<file path="config.mk">
export PLATFORM = sky130hd
export DESIGN_NAME = dcache_bank_arbiter
export DESIGN_NICKNAME = d
export VERILOG_FILES = /design/src/rtl/dcache_bank_arbiter_pkg.sv /design/src/rtl/dcache_bank_arbiter.sv
export SDC_FILE = /design/constraint.sdc
export NUM_CORES = 1
export LEC_CHECK = 0
export CAP_MARGIN = 10
export CORE_ASPECT_RATIO = 0.9
export CORE_MARGIN = 3
export CORE_UTILIZATION = 44
export DETAILED_ROUTE_END_ITERATION = 10
export PLACE_DENSITY = 0.85
export SYNTH_ARGS = -nofsm -noshare
export SYNTH_HDL_FRONTEND = slang
export SYNTH_SLANG_ARGS = --single-unit
</file>
<file path="constraint.sdc">
create_clock -name CLK -period 11.8 [get_ports CLK]
set_clock_uncertainty 0.05 [all_clocks]
set_input_delay 2.36 -clock CLK [delete_from_list [all_inputs] [get_ports CLK]]
set_output_delay 2.36 -clock CLK [all_outputs]
set_load 0.02 [all_outputs]
</file>
<file path="src/rtl/dcache_bank_arbiter_pkg.sv">
// Shared dcache definitions used by the bank arbiter: data-array geometry,
// fill sequencing constants, arbiter state and grant encodings.
package dcache_bank_arbiter_pkg;

  // Data-array geometry (existing system definitions)
  localparam int DCACHE_DATA_WORD_INDEX_WIDTH = 9;
  localparam int DCACHE_INDEX_WIDTH           = 6;
  localparam int DCACHE_DATA_WORD_WIDTH       = 32;
  localparam int DCACHE_BLOCK_SIZE            = 256;  // block size in bits (32 bytes)

  // A fill is written as one data word per cycle
  localparam int DCACHE_FILL_BEATS = DCACHE_BLOCK_SIZE / DCACHE_DATA_WORD_WIDTH;
  localparam int DCACHE_BEAT_WIDTH = $clog2(DCACHE_FILL_BEATS);

  // Arbiter sequencing state
  typedef enum logic {
    IDLE = 1'b0,
    FILL = 1'b1
  } dcache_arb_state_t;

  // Which requester owns the array in the current IDLE cycle
  typedef enum logic [1:0] {
    GNT_NONE  = 2'd0,
    GNT_LOAD  = 2'd1,
    GNT_STORE = 2'd2,
    GNT_FILL  = 2'd3
  } dcache_arb_grant_t;

  // Data-array row of one beat of a block: set index on top, word offset below
  function automatic logic [DCACHE_DATA_WORD_INDEX_WIDTH-1:0] fill_row(
    input logic [DCACHE_INDEX_WIDTH-1:0] set_index,
    input logic [DCACHE_BEAT_WIDTH-1:0]  beat
  );
    return {set_index, beat};
  endfunction

endpackage

</file>
<file path="src/rtl/dcache_bank_arbiter.sv">
// Data-array scheduler for one dcache bank. Arbitrates between load reads,
// masked store writes and 8-beat L2 fills, with a starvation counter that
// lifts a waiting store above everything else after STORE_STARVE_MAX denials.
module dcache_bank_arbiter
  import dcache_bank_arbiter_pkg::*;
#(
  parameter int STORE_STARVE_MAX = 4
) (
  input  logic         CLK,
  input  logic         RST,
  // load pipeline
  input  logic         load_valid,
  input  logic [8:0]   load_word_index,
  output logic         load_ready,
  output logic         load_resp_valid,
  // store / write-buffer drain
  input  logic         store_valid,
  input  logic         store_way,
  input  logic [8:0]   store_word_index,
  input  logic [31:0]  store_wdata,
  input  logic [3:0]   store_byte_mask,
  output logic         store_ready,
  // L2 fill return
  input  logic         fill_valid,
  input  logic         fill_way,
  input  logic [5:0]   fill_index,
  input  logic [255:0] fill_data,
  output logic         fill_ready,
  output logic         fill_done,
  // data array
  output logic         array_en,
  output logic         array_we,
  output logic         array_way,
  output logic [8:0]   array_row,
  output logic [31:0]  array_wdata,
  output logic [3:0]   array_wmask,
  output logic         busy
);

  localparam logic [3:0]                   STARVE_MAX = 4'(STORE_STARVE_MAX);
  localparam logic [DCACHE_BEAT_WIDTH-1:0] LAST_BEAT  = DCACHE_BEAT_WIDTH'(DCACHE_FILL_BEATS - 1);

  dcache_arb_state_t              state_reg, state_next;
  logic [DCACHE_BEAT_WIDTH-1:0]   beat_reg, beat_next;
  logic [3:0]                     starve_cnt_reg, starve_cnt_next;
  logic                           load_resp_valid_reg;
  // Set for the single IDLE cycle following a fill so a second fill cannot
  // take the array back-to-back and pending loads/stores get a slot.
  logic                           fill_hold_reg, fill_hold_next;
  logic [DCACHE_BLOCK_SIZE-1:0]   fill_buf_reg;
  logic                           fill_way_reg;
  logic [DCACHE_INDEX_WIDTH-1:0]  fill_index_reg;

  dcache_arb_grant_t              grant;
  logic                           store_starved;
  logic                           in_fill;

  assign in_fill = !RST && (state_reg == FILL);

  // Priority select in IDLE: starved store > fill > load > store
  always_comb begin
    grant         = GNT_NONE;
    store_starved = store_valid && (starve_cnt_reg == STARVE_MAX);
    if (!RST && (state_reg == IDLE)) begin
      if (store_starved) begin
        grant = GNT_STORE;
      end else if (fill_valid && !fill_hold_reg) begin
        grant = GNT_FILL;
      end else if (load_valid) begin
        grant = GNT_LOAD;
      end else if (store_valid) begin
        grant = GNT_STORE;
      end
    end
  end

  // Array drive, handshakes and next-state sequencing from the grant/state
  always_comb begin
    load_ready      = 1'b0;
    store_ready     = 1'b0;
    fill_ready      = 1'b0;
    fill_done       = 1'b0;
    array_en        = 1'b0;
    array_we        = 1'b0;
    array_way       = 1'b0;
    array_row       = '0;
    array_wdata     = '0;
    array_wmask     = '0;
    busy            = in_fill;
    state_next      = state_reg;
    beat_next       = beat_reg;
    fill_hold_next  = 1'b0;
    starve_cnt_next = starve_cnt_reg;

    case (grant)
      GNT_LOAD: begin
        load_ready = 1'b1;
        array_en   = 1'b1;
        array_row  = load_word_index;
      end
      GNT_STORE: begin
        store_ready = 1'b1;
        array_en    = 1'b1;
        array_we    = 1'b1;
        array_way   = store_way;
        array_row   = store_word_index;
        array_wdata = store_wdata;
        array_wmask = store_byte_mask;
      end
      GNT_FILL: begin
        // Beat 0 goes straight from the live inputs; the rest from the buffer
        fill_ready  = 1'b1;
        array_en    = 1'b1;
        array_we    = 1'b1;
        array_way   = fill_way;
        array_row   = fill_row(fill_index, '0);
        array_wdata = fill_data[DCACHE_DATA_WORD_WIDTH-1:0];
        array_wmask = 4'hF;
        state_next  = FILL;
        beat_next   = DCACHE_BEAT_WIDTH'(1);
      end
      default: ;
    endcase

    if (in_fill) begin
      array_en    = 1'b1;
      array_we    = 1'b1;
      array_way   = fill_way_reg;
      array_row   = fill_row(fill_index_reg, beat_reg);
      array_wdata = fill_buf_reg[{beat_reg, 5'd0} +: DCACHE_DATA_WORD_WIDTH];
      array_wmask = 4'hF;
      if (beat_reg == LAST_BEAT) begin
        fill_done      = 1'b1;
        state_next     = IDLE;
        beat_next      = '0;
        fill_hold_next = 1'b1;
      end else begin
        beat_next = beat_reg + DCACHE_BEAT_WIDTH'(1);
      end
    end

    // A denied store ages (also while a fill owns the array); a grant resets it
    if (store_ready) begin
      starve_cnt_next = '0;
    end else if (store_valid && (starve_cnt_reg != STARVE_MAX)) begin
      starve_cnt_next = starve_cnt_reg + 4'd1;
    end
  end

  assign load_resp_valid = load_resp_valid_reg;

  // Sequencing state, starvation age and the one-cycle load response flag
  always_ff @(posedge CLK or posedge RST) begin
    if (RST) begin
      state_reg           <= IDLE;
      beat_reg            <= '0;
      starve_cnt_reg      <= '0;
      fill_hold_reg       <= 1'b0;
      load_resp_valid_reg <= 1'b0;
    end else begin
      state_reg           <= state_next;
      beat_reg            <= beat_next;
      starve_cnt_reg      <= starve_cnt_next;
      fill_hold_reg       <= fill_hold_next;
      load_resp_valid_reg <= load_ready;
    end
  end

  // Fill buffer: capture the whole block plus target on acceptance
  always_ff @(posedge CLK or posedge RST) begin
    if (RST) begin
      fill_buf_reg   <= '0;
      fill_way_reg   <= 1'b0;
      fill_index_reg <= '0;
    end else if (fill_ready) begin
      fill_buf_reg   <= fill_data;
      fill_way_reg   <= fill_way;
      fill_index_reg <= fill_index;
    end
  end

endmodule
</file>
==> flow_summary_export.csv, run 1 <==
group,metric,value,unit
sta,period_share,77.4,%
worst_setup_path,worstPathArrival,6.73,ns
sta,hold_viol_final,0,
clock_tree,cts_tree,"yes",
die,die_w,190,um
route,ant_nets,0,
sta,fin_setup_tns,0,ns
power_and_ir_drop,p_leak,0.00904,uW
die,io_pins,377,
yosys,synth.top_cell.area_share,50.9,%
layout,layoutNonFillerInstCount,2278,
placed_design,gp_congestion,0.894,
yosys,avgSynthCellArea,8.75,um^2
power_and_ir_drop,peakVddDrop,0.144,mV
global_route,top_usage_layer,"met2",
yosys,synth_flop_cell,"dfrtp_1",
yosys,synth_cells,1536,
power_and_ir_drop,total_power,4300,uW
clock_tree,htreeDepth,1,
clock_tree,hold_buffers,0,
yosys,syn_area,13400,um^2
power_and_ir_drop,p_per_area,238,nW/um^2
sta,setup_viol,0,
sta,drv_slew,0,
yosys,ys_seq_elements,273,
global_route,grtUsageMet2,43.1,%
layout,syn_to_final_growth,34.7,%
global_route,grt-ovfl-total,0,
worst_setup_path,required,9.39,ns
global_route,gr-usage-met1,30.5,%
global_route,first_global_vias,12100,
clock_tree,cts-root-buf,"clkbuf_16",
clock_tree,cts.sinks,273,
yosys,synth_common_cells,"nand2_1, dfrtp_1, mux2i_1",
sta,max_freq,109,MHz
worst_setup_path,crit_path_frequent_cell,"clkdlybuf4s50_1",
die,core,30000,um^2
yosys,synth_async_sr_flop_share,100,%
worst_setup_path,cpPeakStageDelay,0.87,ns
placed_design,hpwl,30.0,mm
sta,period_needed,9.14,ns
yosys,yosys.area.top_type,"dfrtp_1",
global_route,use_met3,6.40,%
route,dr.pass1.iters,4,
layout,drive_gt1_share,7.09,%
global_route,grt_pass1_wl,65.3,mm
yosys,yosysMostFrequentCell,"nand2_1",
clock_tree,cts_setup_buffers,0,
placed_design,port_buffers,376,
worst_setup_path,crit_chain,"clkdlybuf4s50_1 -> nor2_2 -> nand3_4 -> inv_8 -> buf_4 -> nand2_1 -> o221ai_2 -> clkdlybuf4s50_1",
route,drc_errors,0,
route,vias_per_cell,5.23,
clock_tree,cts_buffer_depth,3,
route,drtIter0Drc,672,
worst_setup_path,path_class,"primary input to primary output",
route,dr_total_vias,11900,
layout,nets,2185,
worst_setup_path,startpoint_type,"primary input",
yosys,seq_area_frac_synth,50.9,%
die,die_h,172,um
sta,slew_headroom,25.2,%
worst_setup_path,r2r_slack,7.96,ns
job,cap_violations,0,
route,wire_per_inst,18.8,um
clock_tree,cts_resized,0,
worst_setup_path,critPathSlowestCell,"inv_8",
die,dieArea,32700,um^2
die,initial_core_util,44.8,%
layout,diodes,0,
yosys,synth-edff-count,0,
layout,n_fill_cell,2497,
outcome,outcome,"finished clean",
layout,layout.area.seq,6840,um^2
worst_setup_path,crit_fanout,120,
layout,largest_register_ff_count,256,
clock_tree,tritoncts.num_buffers,29,
yosys,synth_nets,1863,
sta,worstMarginPinSlew,1.12,ns
yosys,ys_warn_count,0,
sta,grt_setup_unrepaired,"false",
worst_setup_path,cp-end-kind,"primary output",
min_path,min_path_type,"flip-flop to flip-flop",
route,wl,42.8,mm
global_route,antenna_found_initial,4,
yosys,synthTopCellsByArea,"dfrtp_1, nand2_1, mux2i_1, mux2_2, buf_2",
global_route,grt_max_degree,163,
die,std_cell_rows,60,
placed_design,dp.cells,2230,
sta,whs,0.415,ns
clock_tree,clk_pin_slew,0.05,ns
yosys,synth_cell_type_count,44,
global_route,track_usage,25.5,%
clock_tree,clock_latency,0.53,ns
layout,multi_input_area,5880,um^2
## path summary, 6_finish.rpt
kind	startpoint	to	cells after the start
max	RST	array_wdata[18]	8
min	fill_buf_reg[100]$_DFFE_PP0N_	fill_buf_reg[100]$_DFFE_PP0N_	2
max reg2reg	starve_cnt_reg[0]$_DFFE_PP0P_	fill_buf_reg[21]$_DFFE_PP0N_	8
min reg2reg	fill_buf_reg[100]$_DFFE_PP0N_	fill_buf_reg[100]$_DFFE_PP0N_	2
max in group asynchronous	RST	fill_buf_reg[89]$_DFFE_PP0N_	4
min in group asynchronous	RST	fill_index_reg[1]$_DFFE_PP0N_	2
## where the power goes
part | leakage, uW | total (uW) | internal, uW | switching, uW
registers | 0.00340 | 1630 | 1370 | 264
clock network | 0.000410 | 819 | 460 | 359
logic | 0.00523 | 1850 | 818 | 1030
## layout make-up
class | count | area share, %
Multi-Input combinational cell | 1121 | 32.5
Clock inverter | 8 | 0.235
Clock buffer | 40 | 4.35
Inverter | 46 | 1.02
Tap cell | 403 | 2.79
Timing Repair Buffer | 387 | 21.3
Sequential cell | 273 | 37.8
## worst max-delay path, delay by kind of cell
kind / cells / cell delay [ns]
buffers and inverters: 4 / 2.82
AND/OR/NAND/NOR: 3 / 1.21
AO/OA/AOI/OAI: 1 / 0.11
## per-stage QoR
step                      setup slack (ns)  utilization (%)  area, um^2
final                                 2.66             60.4       18100
after global routing                  2.39             60.4       18100
after detailed placement              2.75             57.6       17300
after CTS                             2.74             60.4       18100
after floorplan                       1.81                -       13400
after global placement                2.87             57.6       17300
## cells by family after synthesis
family | synth area share, %
AO/OA/AOI/OAI | 8.48
XOR/XNOR | 0.196
adder cells (fa/ha/maj) | 0.373
buffers and inverters | 5.55
flip-flops | 50.9
multiplexers | 10.9
AND/OR/NAND/NOR | 23.7
## per-layer routing
metal | up-vias | share of wire, %
li1 | 5587 | -
met1 | 5707 | 39
met2 | 496 | 48
met3 | 110 | 8.2
met4 | 8 | 5.5
met5 | - | 0.11
## cell usage in the layout (no fill, tap or decap), drive strengths merged, types with 7 or more instances in the layout
cell,Yosys,routed
nand2,801,801
clkdlybuf4s50,0,376
dfrtp,273,273
mux2i,70,70
o21ai,68,68
mux2,64,64
inv,46,45
clkbuf,14,40
o221ai,38,38
a22oi,32,32
buf,82,11
nor2,8,8
clkinv,0,7
Note: power is estimated with default switching activity, not from simulation.
==> run 2, diff against run 1 <==
==> constraint.sdc (replaced) <==
create_clock -name CLK -period 8 [get_ports CLK]
set_clock_uncertainty 0.05 [all_clocks]
set_input_delay 1.6 -clock CLK [delete_from_list [all_inputs] [get_ports CLK]]
set_output_delay 1.6 -clock CLK [all_outputs]
set_load 0.02 [all_outputs]
==> flow_summary_export.csv, run 2 (same netlist as run 1, synthesis figures left out) <==
group,metric,value,unit
global_route,first_global_vias,12500,
layout,syn_to_final_growth,38.1,%
sta,grt_setup_unrepaired,"false",
worst_setup_path,crit_start,"RST",
global_route,antenna_found_initial,4,
clock_tree,cts.sinks,273,
sta,hold_viol_final,0,
worst_setup_path,crit_fanout,39,
sta,worstMarginPinSlew,1.21,ns
placed_design,port_buffers,376,
route,vias_per_cell,5.26,
worst_setup_path,startpoint_type,"primary input",
route,dr_total_vias,12000,
die,die_w,190,um
worst_setup_path,crit_path_frequent_cell,"clkdlybuf4s50_1",
layout,drive_gt1_share,9.49,%
layout,nets,2193,
sta,drv_slew,0,
die,io_pins,377,
sta,slew_headroom,19.5,%
die,std_cell_rows,60,
worst_setup_path,rr_startpoint,"starve_cnt_reg[0]$_DFFE_PP0P_",
global_route,grt_max_degree,165,
sta,period_needed,6.15,ns
clock_tree,htreeDepth,1,
power_and_ir_drop,peakVddDrop,0.214,mV
clock_tree,cts-root-buf,"clkbuf_16",
route,wl,44.0,mm
min_path,holdPathEnd,"fill_buf_reg[253]$_DFFE_PP0N_",
min_path,min_from,"fill_buf_reg[253]$_DFFE_PP0N_",
worst_setup_path,r2r-end,"fill_buf_reg[16]$_DFFE_PP0N_",
job,cap_violations,0,
worst_setup_path,critPathSlowestCell,"nand3_4",
die,core,30000,um^2
global_route,track_usage,26.4,%
die,die_h,172,um
die,initial_core_util,44.8,%
route,wire_per_inst,19.2,um
clock_tree,clock_latency,0.54,ns
die,dieArea,32700,um^2
global_route,grt_pass1_wl,67.8,mm
layout,final_common_cell,"nand2_1",
clock_tree,tritoncts.num_buffers,31,
clock_tree,hold_buffers,0,
layout,largest_register_ff_count,256,
route,drc_errors,0,
placed_design,hpwl,30.9,mm
min_path,min_path_type,"flip-flop to flip-flop",
power_and_ir_drop,p_leak,0.00920,uW
clock_tree,cts_tree,"yes",
global_route,grt-ovfl-total,0,
placed_design,gp_congestion,0.914,
worst_setup_path,r2r_slack,4.92,ns
route,ant_nets,0,
sta,setup_viol,0,
sta,max_freq,163,MHz
worst_setup_path,path_class,"primary input to primary output",
layout,fin_area,18600,um^2
min_path,min_path_cells,2,
outcome,outcome,"finished clean",
clock_tree,cts_setup_buffers,0,
worst_setup_path,cpPeakStageDelay,0.76,ns
placed_design,dpl-instance-area,17500,um^2
worst_setup_path,required,6.35,ns
worst_setup_path,worstPathArrival,4.50,ns
route,dr.pass1.iters,5,
worst_setup_path,cp-end-kind,"primary output",
clock_tree,clk_pin_slew,0.06,ns
clock_tree,cts_resized,0,
sta,period_share,76.9,%
layout,mostFrequentLayoutCells,"nand2_1, clkdlybuf4s50_1, dfrtp_1",
route,drtIter0Drc,714,
worst_setup_path,reg2reg_depth,8,
worst_setup_path,crit_chain,"clkdlybuf4s50_1 -> nor2_2 -> nand3_4 -> inv_2 -> a221o_1 -> clkdlybuf4s50_1",
clock_tree,cts_buffer_depth,3,
power_and_ir_drop,p_per_area,357,nW/um^2
layout,post-route-util,62.0,%
[run 2: worst max-delay path by stage]
stage,end,depth (start not counted),slack (ns)
6_report,array_row[2],6,1.85
5_1_grt,array_row[1],6,1.65
4_1_cts,array_row[1],6,1.85
3_5_place_dp,array_row[1],6,1.86
3_3_place_gp,array_way,6,1.99
2_1_floorplan,array_row[0],5,-0.40
[run 2: cell type report]
class	instances	area, um^2
antenna	1	2.50
clock buffer	46	922
clock inverter	8	97.6
fill	2374	11400
inverter	46	184
multi-input combinational	1121	6120
sequential	273	6840
tap	403	504
timing repair buffer	393	3890
[run 2: layer usage]
| metal | vias to the layer above | wire (um) | track usage [%] | share of wire [%] |
|---|---|---|---|---|
| li1 | 5618 | - | - | - |
| met1 | 5762 | 16500 | 30.4 | 38 |
| met2 | 529 | 21300 | 46.0 | 48 |
| met3 | 130 | 3710 | 6.77 | 8.4 |
| met4 | 6 | 2390 | 13.0 | 5.4 |
| met5 | - | 43 | 0 | 0.098 |
[run 2: where the power goes]
part / internal, uW / switching, uW
sequential: 2020 / 433
clock: 853 / 554
combinational: 1240 / 1520
total: 4120 / 2510
[run 2: worst max-delay path: cells and delay by family]
kind	cells	cell delay, ns
buffers and inverters	3	1.57
and+or+nand+nor	2	1.11
AOI/OAI and AO/OA	1	0.21
[run 2: per-stage QoR]
| stage | cells | TNS (ns) | worst slack [ns] | total power, uW | hold slack (ns) |
|---|---|---|---|---|---|
| 3_3_place_gp | 2236 | 0 | 1.99 | 5120 | 0.400 |
| 6_report | 2291 | 0 | 1.85 | 6630 | 0.416 |
| 3_5_place_dp | 2236 | 0 | 1.86 | 5230 | 0.407 |
| 5_1_grt | 2291 | 0 | 1.65 | 7060 | 0.442 |
| 2_1_floorplan | 1536 | -16.70 | -0.397 | 4230 | 0.388 |
| 4_1_cts | 2290 | 0 | 1.85 | 6680 | 0.421 |
==> run 3, diff against run 2 <==
==> constraint.sdc (replaced) <==
create_clock -name CLK -period 5.65 [get_ports CLK]
set_clock_uncertainty 0.05 [all_clocks]
set_input_delay 1.13 -clock CLK [delete_from_list [all_inputs] [get_ports CLK]]
set_output_delay 1.13 -clock CLK [all_outputs]
set_load 0.02 [all_outputs]
==> flow_summary_export.csv, run 3 (same netlist as run 1, synthesis figures left out) <==
group,metric,value,unit
route,drtIter0Drc,745,
worst_setup_path,startpoint_type,"primary input",
min_path,min_path_cells,2,
clock_tree,tritoncts.num_buffers,29,
global_route,first_global_vias,12600,
global_route,track_usage,26.4,%
die,io_pins,377,
die,dieArea,32700,um^2
route,wl,44.0,mm
die,initial_core_util,44.8,%
layout,drive_gt1_share,9.66,%
clock_tree,hold_buffers,0,
route,ant_nets,0,
outcome,outcome,"finished clean",
layout,largest_register_ff_count,256,
clock_tree,clock_latency,0.54,ns
die,die_w,190,um
layout,syn_to_final_growth,38.9,%
worst_setup_path,r2r_slack,2.58,ns
min_path,min_from,"fill_buf_reg[193]$_DFFE_PP0N_",
worst_setup_path,crit_fanout,55,
placed_design,dpl-instance-area,17700,um^2
layout,final_common_cell,"nand2_1",
sta,setup_viol,0,
global_route,antenna_found_initial,3,
placed_design,port_buffers,376,
sta,max_freq,206,MHz
die,core,30000,um^2
global_route,grt_max_degree,133,
power_and_ir_drop,peakVddDrop,0.312,mV
sta,grt_setup_unrepaired,"false",
power_and_ir_drop,p_per_area,503,nW/um^2
sta,period_needed,4.85,ns
worst_setup_path,reg2reg_depth,8,
global_route,grt-ovfl-total,0,
worst_setup_path,rr_startpoint,"starve_cnt_reg[0]$_DFFE_PP0P_",
route,wire_per_inst,19.1,um
route,drc_errors,0,
sta,period_share,85.8,%
die,std_cell_rows,60,
clock_tree,cts.sinks,273,
placed_design,gp_congestion,0.905,
die,die_h,172,um
clock_tree,htreeDepth,1,
clock_tree,cts_tree,"yes",
clock_tree,cts-root-buf,"clkbuf_16",
clock_tree,clk_pin_slew,0.06,ns
route,dr_total_vias,12100,
layout,nets,2199,
route,vias_per_cell,5.25,
sta,drv_slew,0,
placed_design,hpwl,31.5,mm
placed_design,dp.cells,2244,
worst_setup_path,required,4.47,ns
sta,worstMarginPinSlew,1.16,ns
job,cap_violations,0,
layout,fin_area,18700,um^2
sta,hold_viol_final,0,
worst_setup_path,worstPathArrival,3.67,ns
min_path,min_path_type,"flip-flop to flip-flop",
worst_setup_path,r2r-end,"fill_buf_reg[15]$_DFFE_PP0N_",
worst_setup_path,cp-end-kind,"primary output",
route,dr.pass1.iters,5,
min_path,holdPathEnd,"fill_buf_reg[193]$_DFFE_PP0N_",
global_route,grt_pass1_wl,67.8,mm
layout,mostFrequentLayoutCells,"nand2_1, clkdlybuf4s50_1, dfrtp_1",
power_and_ir_drop,p_leak,0.00923,uW
clock_tree,cts_setup_buffers,0,
clock_tree,cts_buffer_depth,3,
sta,slew_headroom,22.2,%
clock_tree,cts_resized,0,
layout,layoutNonFillerInstCount,2300,
worst_setup_path,path_class,"primary input to primary output",
-- run 3: stage by stage --
| stage | worst slack [ns] | utilization (%) | total power (uW) | hold WS (ns) | TNS [ns] |
|---|---|---|---|---|---|
| finish | 0.801 | 62.3 | 9380 | 0.417 | 0 |
| global route | 0.655 | 62.3 | 9970 | 0.441 | 0 |
| CTS | 0.775 | 62.3 | 9440 | 0.424 | 0 |
| detailed placement | 0.793 | 59.0 | 7460 | 0.409 | 0 |
| global placement | 0.860 | 59.0 | 7310 | 0.401 | 0 |
| floorplan | -1.81 | - | 5990 | 0.388 | -89.24 |
-- run 3: layer usage --
metal | vias to the layer above | global-route usage (%) | part of all wire [%]
li1 | 5634 | - | -
met3 | 122 | 6.34 | 8.6
met2 | 538 | 45.8 | 48
met4 | 4 | 13.3 | 5.4
met1 | 5775 | 30.8 | 38
met5 | - | 0 | 0.061
-- run 3: final cells by class --
cell class / instances / area [um^2]
antenna: 2 / 5.00
clock buffer: 45 / 846
clock inverter: 9 / 129
fill: 2409 / 11300
inverter: 46 / 184
multi-input combinational: 1121 / 6120
sequential: 273 / 6840
tap: 403 / 504
timing repair buffer: 401 / 4040
-- run 3: critical path: stages --
cell             delay (ns)
clkdlybuf4s50_1        0.52
nor2_2                 0.35
nand3_4                0.15
inv_8                  0.32
buf_4                  0.35
nand2_1                0.13
o221ai_2               0.07
clkdlybuf4s50_1        0.64
-- run 3: worst max path at each step --
stage	endpoint	from
final	array_wdata[4]	RST
after floorplan	array_row[0]	RST
after CTS	array_wdata[4]	RST
after global placement	array_wdata[4]	RST
after detailed placement	array_wdata[4]	RST
after global routing	array_wdata[4]	RST
-- run 3: where the power goes --
part           switching (uW)  internal, uW
combinational            2170          1800
clock                     783          1160
sequential                604          2860
==> RTL change 1 (flow settings as in run 1) <==
Make the reset (`RST`) synchronous in 2 clocked blocks.
--- a/src/rtl/dcache_bank_arbiter.sv
+++ b/src/rtl/dcache_bank_arbiter.sv
@@ -150,7 +150,7 @@
   assign load_resp_valid = load_resp_valid_reg;
 
   // Sequencing state, starvation age and the one-cycle load response flag
-  always_ff @(posedge CLK or posedge RST) begin
+  always_ff @(posedge CLK) begin
     if (RST) begin
       state_reg           <= IDLE;
       beat_reg            <= '0;
@@ -167,7 +167,7 @@
   end
 
   // Fill buffer: capture the whole block plus target on acceptance
-  always_ff @(posedge CLK or posedge RST) begin
+  always_ff @(posedge CLK) begin
     if (RST) begin
       fill_buf_reg   <= '0;
       fill_way_reg   <= 1'b0;
Function: differs if RST is asserted again (counterexample within 4 cycles, from zero or initial values and one cycle with RST high); with RST held inactive, the same outputs for 10 cycles.
==> RTL change 1 against run 1 <==
  * Sequential cell count is the same
  * Largest cell class is now multi-input gates
  * Synthesized area shrank 8.4%
  * Routed wire length shrank 2.3%
  * Cell area shrank 6.1%
  * Worst setup slack gained 1.3 ns
  * Count of clock-buffer cells in the layout grew 4
  * Critical endpoint is now array_wdata[28]
  * Hold slack lost 0.011 ns
Power is not compared: it rests on default switching activity, and its combinational part moved more than twofold at a synthesized area within 25%.
==> RTL change 1: results (changes against run 1) <==
metric,value,unit,change
outcome,"complete, no violations",,unchanged
Pre-antenna DRT Iters,5,,was 4
overall global routing resource usage,26.3,%,was 25.5%
global-route wire length before repair,63200,um,"was 65,300 um"
share of the synthesized area in compound gates (AO/OA/AOI/OAI),18.5,%,was 8.48%
depth of the most critical reg-to-reg path,9,,was 8
synthesized netlist net count,1896,,"was 1,863"
count of filler cells inserted in the layout,2323,,"was 2,497"
end of the critical path,array_wdata[28],,was array_wdata[18]
global placer's final weighted congestion,0.960,,was 0.894
minimum hold slack,0.404,ns,was 0.415 ns
area of placed instances,16000,um^2,"was 17,300 um^2"
xor and xnor fraction of the mapped netlist area,0.214,%,was 0.196%
hold worst-path end,fill_buf_reg[121],,was fill_buf_reg[100]
Unique masters post-synth,38,,was 44
reg-to-reg endpoint,fill_buf_reg[24],,was fill_buf_reg[21]
global routing met1 resource utilization,35.8,%,was 30.5%
Non-Filler Instances,2238,,"was 2,278"
worst flop-to-flop path startpoint,starve_cnt_reg[0],,unchanged
multiplexer area fraction after synthesis,10.5,%,was 10.9%
highest-delay cell along the critical path,clkdlybuf4s50_1,,was inv_8
worst-case setup margin in the final layout,3.96,ns,was 2.66 ns
sequential fraction of the synthesis area,44.4,%,was 50.9%
top area cells in the synthesized netlist,"dfxtp_1 (44%), nand2_1 (16%), a21oi_1 (11%), mux2i_1 (10%), a22oi_1 (4.1%)",,"was dfrtp_1 (51%), nand2_1 (22%), mux2i_1 (5.2%), mux2_2 (3.4%), buf_2 (2.4%)"
fraction of layout instances using a drive strength above 1,4.04,%,was 7.09%
Starting DRT DRC Count,1039,,was 672
met3 Usage GRT,5.46,%,was 6.40%
origin of the worst setup path,fill_valid,,was RST
met2 Use GR,42.5,%,was 43.1%
detailed-placement wirelength estimate,29200,um,"was 30,000 um"
number of cells produced by synthesis,1569,,"was 1,536"
initial antenna violation count,3,,was 4
vias per std cell,5.45,,was 5.23
transition time at the pin with the least slew margin,1.07,ns,was 1.12 ns
RTL change 1: changes by cell type after synthesis, sizes merged, moves of 38 or more:
cell / change
nand3: +38
clkbuf: +41
a21oi: +267
dfxtp: +273
mux2: -64
mux2i: +59
o21ai: -64
dfrtp: -273
o221ai: -38
nand2: -271
RTL change 1: critical path, delay by kind of cell:
family | cells | cell delay, ns
compound gates | 1 | 0.17
buf+inv | 3 | 1.76
simple gates | 3 | 1.05
RTL change 1: kinds of logic (layout without fill, tap and decap cells):
| group | count (synthesis) | count (layout) |
|---|---|---|
| xor gates and xnor gates | 3 | 3 |
| adders and majority gates | 4 | 4 |
| other | 0 | 2 |
| buffers and inverters | 171 | 484 |
| DFF | 273 | 273 |
| and+or+nand+nor | 599 | 599 |
| AOI/OAI and AO/OA | 390 | 390 |
| muxes | 129 | 129 |
RTL change 1: per-layer routing:
| metal | wire (um) | up-vias | part of all wire (%) |
|---|---|---|---|
| li1 | - | 5886 | - |
| met1 | 17700 | 5706 | 42 |
| met2 | 19300 | 513 | 46 |
| met3 | 3550 | 88 | 8.5 |
| met4 | 1280 | 0 | 3.1 |
| met5 | 0 | - | 0 |
RTL change 1: area by class of cell:
cell class	count	area (um^2)	share of cell area [%]
repair buffers	391	3880	22.8
well taps	354	443	2.61
inverters	41	161	0.950
clock inverters	8	115	0.677
diodes	2	5.00	0.0295
clock buffers	44	882	5.19
multi-input cells	1125	6040	35.5
flip-flops and latches	273	5470	32.2
RTL change 1: power breakdown:
group	switching [mW]	total, mW	internal [mW]
clock	0.363	0.939	0.576
combinational	0.218	0.421	0.203
sequential	0.0298	0.998	0.968
total	0.611	2.36	1.75
==> RTL change 2 (config.mk and constraints of run 1) <==
Made on the original files. One comparison of `starve_cnt_reg` changes from == to >=.
--- a/src/rtl/dcache_bank_arbiter.sv
+++ b/src/rtl/dcache_bank_arbiter.sv
@@ -60,7 +60,7 @@
   // Priority select in IDLE: starved store > fill > load > store
   always_comb begin
     grant         = GNT_NONE;
-    store_starved = store_valid && (starve_cnt_reg == STARVE_MAX);
+    store_starved = store_valid && (starve_cnt_reg >= STARVE_MAX);
     if (!RST && (state_reg == IDLE)) begin
       if (store_starved) begin
         grant = GNT_STORE;
Function: no difference found for any inputs over 4 cycles, from zero or initial values and one cycle with RST high; that may be too few to reach the edited logic, so the function may still have changed.
==> RTL change 2 against run 1 <==
  * First-iteration DRC count increased by 11%
  * Global-route usage fell by 2.1 points
  * Non-clock buffer count is 1 higher
  * Worst setup slack better by 0.15 ns
  * Power down 5.3%
  * Sequential cell count stayed put
  * Routed wire length down 10%
  * Cell area is 1.5% lower
  * Sequential share of layout area grew 0.57 points
  * Final cell count shrank 3.2%
  * Clock power rose by 8.4%
  * Hold slack gained 0.0065 ns
  * Synthesized area fell by 3.0%
  * Critical endpoint is now array_way
==> RTL change 2: results (changes against run 1) <==
metric,value,unit,change
outcome,"complete, no violations",,unchanged
startpoint of the tightest hold check path,fill_buf_reg[231],,was fill_buf_reg[100]
most frequent cells after synthesis,"nand2_1 (799), dfrtp_1 (273), mux2i_1 (128)",,"was nand2_1 (801), dfrtp_1 (273), mux2i_1 (70)"
internal portion of total power,2.62,mW,was 2.65 mW
total wire length,38400,um,"was 42,800 um"
static leakage,8.73,nW,was 9.04 nW
number of global-route vias before repair,11663,,"was 12,126"
switching component of the power,1.45,mW,was 1.65 mW
metal3 WL,2960,um,was 3510 um
initial antenna violation count,1,,was 4
Max-slew headroom,28.2,%,was 25.2%
fraction of layout instances using a drive strength above 1,3.71,%,was 7.09%
number of buffers between clock root and the deepest sink,3,,unchanged
count of filler cells inserted in the layout,2350,,"was 2,497"
vias per std cell,5.26,,was 5.23
clock latency reported for the late side of the worst-skew pair,0.53,ns,about the same
Critical Path AT,6.57,ns,was 6.73 ns
met3 Usage GRT,4.75,%,was 6.40%
top area cells in the synthesized netlist,"dfrtp_1 (52%), nand2_1 (23%), mux2i_1 (9.8%), a221o_1 (2.5%), buf_2 (2.3%)",,"was dfrtp_1 (51%), nand2_1 (22%), mux2i_1 (5.2%), mux2_2 (3.4%), buf_2 (2.4%)"
combinational gate power,1.55,mW,was 1.85 mW
global placer's final weighted congestion,0.886,,was 0.894
highest fanout seen on the critical path,152,,was 120
Pre-antenna DRT Iters,5,,was 4
Largest register FFs,256,,unchanged
depth of the most critical reg-to-reg path,6,,was 8
sequential fraction of the synthesis area,52.4,%,was 50.9%
sequential share of power,40.1,%,was 38.0%
global-route wire length before repair,60800,um,"was 65,300 um"
Top Metal Used,met4,,was met5
reg-to-reg endpoint,fill_way_reg,,was fill_buf_reg[21]
worst flop-to-flop path startpoint,starve_cnt_reg[2],,was starve_cnt_reg[0]
minimum hold slack,0.422,ns,was 0.415 ns
hold worst-path end,fill_buf_reg[231],,was fill_buf_reg[100]
global routing met1 resource utilization,29.9,%,was 30.5%
total length of routed met2 wires,18500,um,"was 20,400 um"
FF-to-FF setup slack,8.24,ns,was 7.96 ns
met2 Use GR,39.9,%,was 43.1%
Unique masters post-synth,38,,was 44
final net count,2116,,"was 2,185"
synthesized netlist net count,1797,,"was 1,863"
maximum number of pins on one net before global-route repair,153,,was 163
sum of routed wire segments on met1,15500,um,"was 16,600 um"
Worst IR Drop VDD,0.126,mV,was 0.144 mV
detailed-placement wirelength estimate,26000,um,"was 30,000 um"
[RTL change 2: cell count changes after synthesis, sizes merged, moves of 32 or more]
cell / delta
a22oi: -32
inv: -40
mux2: -64
mux2i: +58
o21ai: -63
o22a: +32
[RTL change 2: worst max path at each step]
| stage | cells after the start | slack [ns] | to | from |
|---|---|---|---|---|
| floorplan | 1 | 1.87 | beat_reg[0] | RST |
| global placement | 8 | 2.92 | array_way | RST |
| detailed placement | 8 | 2.84 | array_way | RST |
| CTS | 8 | 2.82 | array_way | RST |
| global route | 8 | 2.51 | array_way | RST |
| finish | 8 | 2.82 | array_way | RST |
[RTL change 2: cell type report]
| class | instances | area share [%] |
|---|---|---|
| antenna | 1 | 0.0140 |
| clock buffer | 40 | 4.53 |
| clock inverter | 10 | 0.646 |
| inverter | 6 | 0.211 |
| multi-input combinational | 1091 | 31.8 |
| sequential | 273 | 38.4 |
| tap | 396 | 2.78 |
| timing repair buffer | 388 | 21.7 |
[RTL change 2: critical path: stages]
cell and delay (ns):
clkdlybuf4s50_1 0.59, nor2_2 0.29, nand3b_4 0.69, inv_8 0.91, buf_12 0.52, and2_1 0.24
a221o_1 0.12, clkdlybuf4s50_1 0.60
[RTL change 2: cells by family (layout without fill, tap and decap cells)]
kind of cell	Yosys count	in the layout	synth area share [%]
buf+inv	106	444	4.15
fa+ha+maj	4	4	0.384
flops	273	273	52.4
mux	128	128	9.83
xor+xnor	1	1	0.0672
compound gates	128	128	8.56
simple gates	830	830	24.6
other cells	0	1	0
[RTL change 2: metrics by stage]
step	cells	utilization [%]	cell area [um^2]
2_1_floorplan	1470	-	13000
3_3_place_gp	2154	58.2	16900
3_5_place_dp	2154	58.2	16900
4_1_cts	2204	61.4	17800
5_1_grt	2205	61.4	17800
6_report	2205	61.4	17800
